**src/rtl/pipeline_hazard_scheduler_if.sv**
```systemverilog
// Hazard/sequencing bundle between the decode stage and the hazard scheduler.
//   master : decode side; drives the i_* hazard inputs, observes the o_* controls
//   slave  : pipeline_hazard_scheduler; reads i_*, drives o_*
// Signals:
//   i_id_rs/i_id_rt/i_id_uses_rt : operand fields of the instruction in ID
//   i_id_jump/i_id_halt          : jump / HALT decoded in ID
//   i_ex_memRead/i_ex_rt         : load in EX and its destination register
//   i_ex_branch_taken            : branch in EX resolved taken
//   i_step_mode/i_step           : debug single-step mode and step request level
//   o_pipe_en/o_pc_we/o_ifid_we  : pipeline, PC and IF/ID write enables
//   o_ifid_flush/o_idex_flush    : NOP into IF/ID, bubble into ID/EX
//   o_halted/o_state             : frozen-after-HALT flag, FSM state
//   o_cycle_count/o_stall_count  : enabled-cycle counter, saturating stall counter
interface pipeline_hazard_scheduler_if #(
  parameter int CNT_W   = 32,
  parameter int STALL_W = 16
);
  logic [4:0]         i_id_rs;
  logic [4:0]         i_id_rt;
  logic               i_id_uses_rt;
  logic               i_id_jump;
  logic               i_id_halt;
  logic               i_ex_memRead;
  logic [4:0]         i_ex_rt;
  logic               i_ex_branch_taken;
  logic               i_step_mode;
  logic               i_step;
  logic               o_pipe_en;
  logic               o_pc_we;
  logic               o_ifid_we;
  logic               o_ifid_flush;
  logic               o_idex_flush;
  logic               o_halted;
  logic [2:0]         o_state;
  logic [CNT_W-1:0]   o_cycle_count;
  logic [STALL_W-1:0] o_stall_count;

  modport master (
    output i_id_rs, i_id_rt, i_id_uses_rt, i_id_jump, i_id_halt,
           i_ex_memRead, i_ex_rt, i_ex_branch_taken, i_step_mode, i_step,
    input  o_pipe_en, o_pc_we, o_ifid_we, o_ifid_flush, o_idex_flush,
           o_halted, o_state, o_cycle_count, o_stall_count
  );

  modport slave (
    input  i_id_rs, i_id_rt, i_id_uses_rt, i_id_jump, i_id_halt,
           i_ex_memRead, i_ex_rt, i_ex_branch_taken, i_step_mode, i_step,
    output o_pipe_en, o_pc_we, o_ifid_we, o_ifid_flush, o_idex_flush,
           o_halted, o_state, o_cycle_count, o_stall_count
  );
endinterface

```
**src/rtl/pipeline_hazard_scheduler.sv**
```systemverilog
// Central sequencing controller for the 5-stage MIPS pipeline.
// Resolves load-use stalls, branch/jump flushes, debug single-step and HALT
// drain, and keeps cycle/stall counters for the debug unit.
// Ports:
//   clk   : system clock, rising edge
//   i_rst : synchronous active-high reset
//   bus   : hazard inputs and pipeline controls (slave side)
// Parameters:
//   DRAIN_CYCLES : bubble cycles after HALT leaves ID before the freeze
//   CNT_W        : width of o_cycle_count (wraps)
//   STALL_W      : width of o_stall_count (saturates)
module pipeline_hazard_scheduler #(
  parameter int DRAIN_CYCLES = 3,
  parameter int CNT_W        = 32,
  parameter int STALL_W      = 16
) (
  input logic                         clk,
  input logic                         i_rst,
  pipeline_hazard_scheduler_if.slave  bus
);

  localparam int DW = (DRAIN_CYCLES < 2) ? 1 : $clog2(DRAIN_CYCLES + 1);

  typedef enum logic [2:0] {
    RUN    = 3'd0,
    FROZEN = 3'd1,
    STEP   = 3'd2,
    DRAIN  = 3'd3,
    HALTED = 3'd4
  } state_t;

  state_t             state, state_nxt;
  logic               step_q;
  logic [DW-1:0]      drain_cnt, drain_nxt;
  logic [CNT_W-1:0]   cycle_cnt;
  logic [STALL_W-1:0] stall_cnt;

  logic step_pulse, active, load_use, stall_inc;
  logic pipe_en, pc_we, ifid_we, ifid_flush, idex_flush, halted;

  assign step_pulse = bus.i_step & ~step_q;
  assign active     = ((state == RUN) && !bus.i_step_mode) || (state == STEP);
  assign load_use   = bus.i_ex_memRead && (bus.i_ex_rt != '0) &&
                      ((bus.i_ex_rt == bus.i_id_rs) ||
                       (bus.i_id_uses_rt && (bus.i_ex_rt == bus.i_id_rt)));

  always_comb begin
    state_nxt  = state;
    drain_nxt  = drain_cnt;
    stall_inc  = 1'b0;
    pipe_en    = active;
    pc_we      = 1'b0;
    ifid_we    = 1'b0;
    ifid_flush = 1'b0;
    idex_flush = 1'b0;
    halted     = 1'b0;

    case (state)
      RUN:    if (bus.i_step_mode) state_nxt = FROZEN;
      FROZEN: begin
        if (!bus.i_step_mode)  state_nxt = RUN;
        else if (step_pulse)   state_nxt = STEP;
      end
      STEP:   state_nxt = FROZEN;
      DRAIN: begin
        pipe_en    = 1'b1;
        idex_flush = 1'b1;
        drain_nxt  = drain_cnt - DW'(1);
        if (drain_cnt <= DW'(1)) state_nxt = HALTED;
      end
      HALTED: halted = 1'b1;
      default: state_nxt = RUN;
    endcase

    // Hazard decode; a taken halt overrides the STEP->FROZEN return.
    if (active) begin
      if (bus.i_ex_branch_taken) begin
        pc_we      = 1'b1;
        ifid_we    = 1'b1;
        ifid_flush = 1'b1;
        idex_flush = 1'b1;
      end else if (load_use) begin
        idex_flush = 1'b1;
        stall_inc  = 1'b1;
      end else if (bus.i_id_halt) begin
        idex_flush = 1'b1;
        drain_nxt  = DW'(DRAIN_CYCLES);
        state_nxt  = DRAIN;
      end else if (bus.i_id_jump) begin
        pc_we      = 1'b1;
        ifid_we    = 1'b1;
        ifid_flush = 1'b1;
      end else begin
        pc_we      = 1'b1;
        ifid_we    = 1'b1;
      end
    end
  end

  always_ff @(posedge clk) begin
    if (i_rst) begin
      state     <= RUN;
      step_q    <= 1'b0;
      drain_cnt <= '0;
      cycle_cnt <= '0;
      stall_cnt <= '0;
    end else begin
      state     <= state_nxt;
      step_q    <= bus.i_step;
      drain_cnt <= drain_nxt;
      if (pipe_en) cycle_cnt <= cycle_cnt + CNT_W'(1);
      if (stall_inc && (stall_cnt != '1)) stall_cnt <= stall_cnt + STALL_W'(1);
    end
  end

  assign bus.o_pipe_en     = pipe_en;
  assign bus.o_pc_we       = pc_we;
  assign bus.o_ifid_we     = ifid_we;
  assign bus.o_ifid_flush  = ifid_flush;
  assign bus.o_idex_flush  = idex_flush;
  assign bus.o_halted      = halted;
  assign bus.o_state       = state;
  assign bus.o_cycle_count = cycle_cnt;
  assign bus.o_stall_count = stall_cnt;

endmodule

```
**src/flat_wrapper.sv**
```systemverilog
// flat-port wrapper written by rule: the top's interface ports become plain ports
module pipeline_hazard_scheduler_flat 
#(
  parameter int DRAIN_CYCLES = 3,
  parameter int CNT_W        = 32,
  parameter int STALL_W      = 16
)
  (clk, i_rst, bus_i_id_rs, bus_i_id_rt, bus_i_id_uses_rt, bus_i_id_jump, bus_i_id_halt, bus_i_ex_memRead, bus_i_ex_rt, bus_i_ex_branch_taken, bus_i_step_mode, bus_i_step, bus_o_pipe_en, bus_o_pc_we, bus_o_ifid_we, bus_o_ifid_flush, bus_o_idex_flush, bus_o_halted, bus_o_state, bus_o_cycle_count, bus_o_stall_count);
  pipeline_hazard_scheduler_if #(.CNT_W(CNT_W), .STALL_W(STALL_W)) bus_i ();
  input logic clk;
  input logic i_rst;
  input wire logic [$bits(bus_i.i_id_rs)-1:0] bus_i_id_rs;
  input wire logic [$bits(bus_i.i_id_rt)-1:0] bus_i_id_rt;
  input wire logic [$bits(bus_i.i_id_uses_rt)-1:0] bus_i_id_uses_rt;
  input wire logic [$bits(bus_i.i_id_jump)-1:0] bus_i_id_jump;
  input wire logic [$bits(bus_i.i_id_halt)-1:0] bus_i_id_halt;
  input wire logic [$bits(bus_i.i_ex_memRead)-1:0] bus_i_ex_memRead;
  input wire logic [$bits(bus_i.i_ex_rt)-1:0] bus_i_ex_rt;
  input wire logic [$bits(bus_i.i_ex_branch_taken)-1:0] bus_i_ex_branch_taken;
  input wire logic [$bits(bus_i.i_step_mode)-1:0] bus_i_step_mode;
  input wire logic [$bits(bus_i.i_step)-1:0] bus_i_step;
  output wire logic [$bits(bus_i.o_pipe_en)-1:0] bus_o_pipe_en;
  output wire logic [$bits(bus_i.o_pc_we)-1:0] bus_o_pc_we;
  output wire logic [$bits(bus_i.o_ifid_we)-1:0] bus_o_ifid_we;
  output wire logic [$bits(bus_i.o_ifid_flush)-1:0] bus_o_ifid_flush;
  output wire logic [$bits(bus_i.o_idex_flush)-1:0] bus_o_idex_flush;
  output wire logic [$bits(bus_i.o_halted)-1:0] bus_o_halted;
  output wire logic [$bits(bus_i.o_state)-1:0] bus_o_state;
  output wire logic [$bits(bus_i.o_cycle_count)-1:0] bus_o_cycle_count;
  output wire logic [$bits(bus_i.o_stall_count)-1:0] bus_o_stall_count;
  assign bus_i.i_id_rs = bus_i_id_rs;
  assign bus_i.i_id_rt = bus_i_id_rt;
  assign bus_i.i_id_uses_rt = bus_i_id_uses_rt;
  assign bus_i.i_id_jump = bus_i_id_jump;
  assign bus_i.i_id_halt = bus_i_id_halt;
  assign bus_i.i_ex_memRead = bus_i_ex_memRead;
  assign bus_i.i_ex_rt = bus_i_ex_rt;
  assign bus_i.i_ex_branch_taken = bus_i_ex_branch_taken;
  assign bus_i.i_step_mode = bus_i_step_mode;
  assign bus_i.i_step = bus_i_step;
  assign bus_o_pipe_en = bus_i.o_pipe_en;
  assign bus_o_pc_we = bus_i.o_pc_we;
  assign bus_o_ifid_we = bus_i.o_ifid_we;
  assign bus_o_ifid_flush = bus_i.o_ifid_flush;
  assign bus_o_idex_flush = bus_i.o_idex_flush;
  assign bus_o_halted = bus_i.o_halted;
  assign bus_o_state = bus_i.o_state;
  assign bus_o_cycle_count = bus_i.o_cycle_count;
  assign bus_o_stall_count = bus_i.o_stall_count;
  pipeline_hazard_scheduler #(.DRAIN_CYCLES(DRAIN_CYCLES), .CNT_W(CNT_W), .STALL_W(STALL_W)) u_core (.clk(clk), .i_rst(i_rst), .bus(bus_i));
endmodule
```
**config.mk**
```make
export PLATFORM = sky130hd
export DESIGN_NAME = pipeline_hazard_scheduler_flat
export DESIGN_NICKNAME = d
export VERILOG_FILES = /design/src/rtl/pipeline_hazard_scheduler_if.sv /design/src/rtl/pipeline_hazard_scheduler.sv /design/src/flat_wrapper.sv
export SDC_FILE = /design/constraint.sdc
export NUM_CORES = 1
export LEC_CHECK = 0
export CORE_ASPECT_RATIO = 1.25
export CORE_MARGIN = 2
export CORE_UTILIZATION = 40
export DETAILED_ROUTE_END_ITERATION = 16
export GPL_ROUTABILITY_DRIVEN = 1
export HOLD_SLACK_MARGIN = 0.15
export PLACE_DENSITY_LB_ADDON = 0.25
export RECOVER_POWER = 50
export SLEW_MARGIN = 25
export SYNTH_ARGS = -nofsm -noshare
export SYNTH_HDL_FRONTEND = slang
export SYNTH_SLANG_ARGS = --single-unit
```
**constraint.sdc**
```tcl
create_clock -name clk -period 4 [get_ports clk]
set_input_delay 1.2 -clock clk [delete_from_list [all_inputs] [get_ports clk]]
set_output_delay 1.2 -clock clk [all_outputs]
set_load 0.01 [all_outputs]
```
=== Word level (Yosys, flattened, before mapping) ===
Index checks and enable logic that the tools add are counted.

* Register bits after elaboration: 54
* Input bits: 24
* Output and inout bits: 57
* Logic and storage cells: 61

* $add $sub $neg: 3
* $lt $le $gt $ge: 1
* Eq/ne operators: 7
* Muxes and demuxes: 33
* Bitwise operators: 2
* Reductions and logical operators: 10

{| class="wikitable"
|+ Operators with widths
! operator !! number
|-
| $add A32 B1 Y32 const B || 1
|-
| $mux W3 || 8
|-
| $mux W1 || 19
|-
| $add A16 B1 Y16 const B || 1
|-
| $ne A16 B16 Y1 const B || 1
|-
| $pmux W3 S5 || 1
|-
| $eq A5 B5 Y1 || 2
|-
| $mux W2 || 5
|-
| $eq A3 B2 Y1 const B || 2
|-
| $logic_and A1 B1 Y1 || 5
|-
| $reduce_bool A5 Y1 || 1
|-
| $eq A3 B1 Y1 const B || 1
|-
| $eq A3 B3 Y1 const B || 1
|-
| $logic_not A3 Y1 || 1
|-
| $le A2 B1 Y1 const B || 1
|-
| $logic_or A1 B1 Y1 || 2
|-
| $sub A2 B1 Y2 const B || 1
|-
| $and A1 B1 Y1 || 1
|-
| $logic_not A1 Y1 || 1
|-
| $not A1 Y1 || 1
|}

=== Longest topological paths before layout ===
* Word-level depth: 9
* Mapped depth: 7
* Depth with buffers taken out: 6

=== Worst setup path after synthesis ===
Ideal clock, no wire load.

* Path kind: input -> output
* From: in bus_i_ex_rt[0]
* To: out bus_o_pc_we
* Arrival time: 2.844 ns
* Data required time: 2.800 ns
* Path slack: -0.044 ns
* Stages: 5
* Buffers on the path: 1
* Path through: or4_1 o21ai_1 nor2_1 o31ai_1 buf_4

* Word-level cells in the longest chain between the ends: 7
* Elaborated cells on any way between the ends: 10
* Classes of those cells: 2 x eq/ne; 3 x mux; 5 x reduce/logical

{| class="wikitable"
|+ RTL lines
! element !! line !! source
|-
| from (decl) || flat_wrapper.sv:18 || <nowiki>input wire logic [$bits(bus_i.i_ex_rt)-1:0] bus_i_ex_rt;</nowiki>
|-
| $eq A5 B5 Y1 || pipeline_hazard_scheduler.sv:45 || <nowiki>(bus.i_id_uses_rt && (bus.i_ex_rt == bus.i_id_rt)));</nowiki>
|-
| $logic_and A1 B1 Y1 || pipeline_hazard_scheduler.sv:45 ||
|-
| $logic_or A1 B1 Y1 || pipeline_hazard_scheduler.sv:44 || <nowiki>((bus.i_ex_rt == bus.i_id_rs) ||</nowiki>
|-
| $logic_and A1 B1 Y1 * || pipeline_hazard_scheduler.sv:43 || <nowiki>assign load_use = bus.i_ex_memRead && (bus.i_ex_rt != '0) &&</nowiki>
|-
| $mux W1 * (3 in a row) || - ||
|-
| to (decl) || flat_wrapper.sv:23 || <nowiki>output wire logic [$bits(bus_i.o_pc_we)-1:0] bus_o_pc_we;</nowiki>
|}

Every way passes the cells marked *; elsewhere a longest branch is shown, timed or not.

=== Worst setup path in the final report ===
* From: in bus_i_ex_rt[4]
* To: out bus_o_idex_flush

* Word-level cells in the longest chain between the ends: 7
* Elaborated cells on any way between the ends: 10
* Classes of those cells: 2 x eq/ne; 3 x mux; 5 x reduce/logical

{| class="wikitable"
|+ RTL lines
! element !! line !! source
|-
| $eq A5 B5 Y1 || pipeline_hazard_scheduler.sv:45 ||
|-
| $logic_and A1 B1 Y1 || pipeline_hazard_scheduler.sv:45 ||
|-
| $logic_or A1 B1 Y1 || pipeline_hazard_scheduler.sv:44 ||
|-
| $logic_and A1 B1 Y1 * || pipeline_hazard_scheduler.sv:43 ||
|-
| $mux W1 * || pipeline_hazard_scheduler.sv:82 || <nowiki>end else if (load_use) begin</nowiki>
|-
| $mux W1 * || pipeline_hazard_scheduler.sv:77 || <nowiki>if (bus.i_ex_branch_taken) begin</nowiki>
|-
| $mux W1 * || pipeline_hazard_scheduler.sv:76 || <nowiki>if (active) begin</nowiki>
|-
| to (decl) || flat_wrapper.sv:26 || <nowiki>output wire logic [$bits(bus_i.o_idex_flush)-1:0] bus_o_idex_flush;</nowiki>
|}

Marked as above.

==> results_dict.tcl <==
set metrics [dict create \
    yosys_warnings 0 \
    cts_hold_buf 0 \
    met1Wirelength_um 3119 \
    core_area_um2 6934 \
    yosys.area.top_type_share_pct 37.73 \
    vias_per_cell 5.465 \
    synthTopCellsByCount "dfxtp_1, nor2_1, xor2_1" \
    synth_cell_types 49 \
    path_class "input port to output port" \
    leakage_uw 0.001500 \
    syn-num-nets 363 \
    p_per_area_nw_per_um2 264.8 \
    cts_sinks 54 \
    wl_per_cell_um 14.08 \
    dr.pass1.iters 4 \
    cp_top_family "simple AND/OR/NAND/NOR gates" \
    hpwl_um 5247 \
    vdd_drop_max_uv 163.2 \
    synth_edf_count 0 \
    postLayoutSetupSlackWorst_ps 61.74 \
    h-tree-depth 2 \
    clock_latency_ps 300 \
    worst_path_largest_cell_delay_ps 580 \
    syn_to_final_growth_pct 37.55 \
    whs_ps 493.9 \
    finalMaxSlewViolations 38 \
    grt.overflow.total 0 \
    nets 448 \
    gp_congestion 0.8569 \
    drtIter0Drc 138 \
    fp.dieW_um 79.70 \
    r2r_cells 6 \
    holdPathStages 2 \
    antenna_cells 0 \
    synth_area_leaders "dfxtp_1, xor2_1, nor2_1" \
    crit_fanout 3 \
    first_global_vias 2623 \
    syn_area_per_cell_um2 8.528 \
    routed.top_layer "met4" \
    synth_area_um2 2865 \
    max_freq_mhz 253.9 \
    grt_pass1_wl_um 11920 \
    cpMaxStageDelayCell "or4_4" \
    fp.dieH_um 98.63 \
    total_power_uw 1044 \
    cp_cell_sequence "clkdlybuf4s15_1, or4_4, o21ai_4, nor2_4, o41a_1, buf_2" \
    hold_violations 0 \
    io_buffers 80 \
    die_area_um2 7860 \
    crit_cells 6 \
    min_period_over_period_pct 98.46 \
    end_kind "output port" \
    min_period_ps 3938 \
    ys_seq_area_share_pct 37.73 \
    synth_area_leader_cell "dfxtp_1" \
    relSlewSlack_pct -4.821 \
    synth_cells 336 \
    wl_met2_um 3828 \
    drtAntennaViolNets 0 \
    grt_usage_pct 18.46 \
    hold_class "flop to flop" \
    maxCapViolations 1 \
    layout-drive-gt1-share_pct 10.43 \
    synth_flop_cell "dfxtp_1" \
    setup_viol 0 \
    worst-path-buf-inv 2 \
    worst_slew_pin_slew_ps 1572 \
    cts_tree "done" \
    violations "max-capacitance violations, max-slew violations" \
    routed-via-count 2798 \
    cts_root_buffer "clkbuf_8" \
    ys_ff_latch 54 \
    drc 0 \
    startpoint_type "input port" \
    fin_skew_ps 7.857 \
    yosysMostFrequentCell "dfxtp_1" \
    worstPathRequired_ps 2800 \
    dpl_worst_slack_ps -591.7 \
    std_cell_rows 34 \
    cts_buffers 5 \
    grt_start_max_net_pins 38 \
    path_clk_slew_ps 90 \
    cts_buffer_depth 2 \
    dr_wl_met3_um 237 \
    io_pins 81 \
    routed_wl_um 7210 \
    synthArstFlopShare_pct 0 \
    start_util_pct 41.32 \
    rsz0062_at_grt "yes" \
    cts_setup_buffers 0 \
    crit_arrival_ps 2740 \
    antenna_found_initial 0 \
    outcome "complete, but fails checks" \
]
==> sequential cells by signal, summed over array words and instances (netlist names) <==
signal                    cells
u_core.bus.o_cycle_count     32
u_core.bus.o_stall_count     16
u_core.bus.o_state            3
u_core.drain_cnt              2
u_core.step_q                 1
==> cell usage in the layout (no fill, tap or decap), types with 12 or more instances in the layout <==
cell and instances:
a21oi_1 19, buf_4 12, clkdlybuf4s50_1 16, dfxtp_1 54, dlygate4sd3_1 49, nand2_1 22, nand3_1 15, nand4_1 15
nor2_1 32, o21ai_0 12, or4_1 12, xnor2_1 13, xor2_1 24
==> final cells by class <==
cell class	count	area, um^2
multi-input cells	260	1735
clock inverters	2	37.54
well taps	90	112.6
fillers	636	2993
flip-flops and latches	54	1081
clock buffers	6	72.57
repair buffers	93	875.8
inverters	7	26.28
==> stage by stage <==
step | cells | util (%) | TNS, ps | cell area, um^2
detailed placement | 504 | 54.93 | -2219 | 3809
global placement | 504 | 54.93 | -2094 | 3809
finish | 512 | 56.84 | 0 | 3941
floorplan | 336 | - | 0 | 2869
global route | 512 | 56.84 | -0.8971 | 3941
CTS | 512 | 56.87 | 0 | 3944
==> worst reg2reg max path, delay by kind of cell (launching register included) <==
kind | cells | cell delay [ps]
muxes | 1 | 320
AOI/OAI and AO/OA | 1 | 480
DFF | 1 | 450
adders and majority gates | 1 | 200
and+or+nand+nor | 3 | 650
==> kinds of logic after synthesis <==
group	Yosys count	share of synthesized area (%)
compound gates	55	12.10
xor+xnor	37	11.31
fa+ha+maj	3	1.310
buf+inv	22	3.231
flops	54	37.73
mux	2	0.7860
simple gates	163	33.54
==> per-layer routing <==
metal	GRT usage, %	up-vias
li1	-	1402
met1	22.89	1337
met4	3.846	0
met3	3.480	2
met2	32.97	57
met5	0	-
==> path summary, 6_finish.rpt <==
kind	from	end	slack, ps
max	bus_i_ex_rt[4]	bus_o_idex_flush	60
min	u_core.bus.o_stall_count[15]	u_core.bus.o_stall_count[15]	490
max reg2reg	u_core.bus.o_stall_count[0]	u_core.bus.o_stall_count[6]	1790
min reg2reg	u_core.bus.o_stall_count[15]	u_core.bus.o_stall_count[15]	490
==> repair_timing <==
item | CTS | global route
pin swaps | 7 | 3
resized for setup | 33 | 3
setup endpoints to repair | 5 | 5
==> power by group <==
part	leakage [uW]	total (uW)	switching, uW	internal, uW
Combinational	0.00101	124	62.4	61.1
Clock	0.0000514	366	179	187
Sequential	0.000436	554	9.67	544
Total	0.00150	1040	251	792
Note: power is estimated with default switching activity, not from simulation.
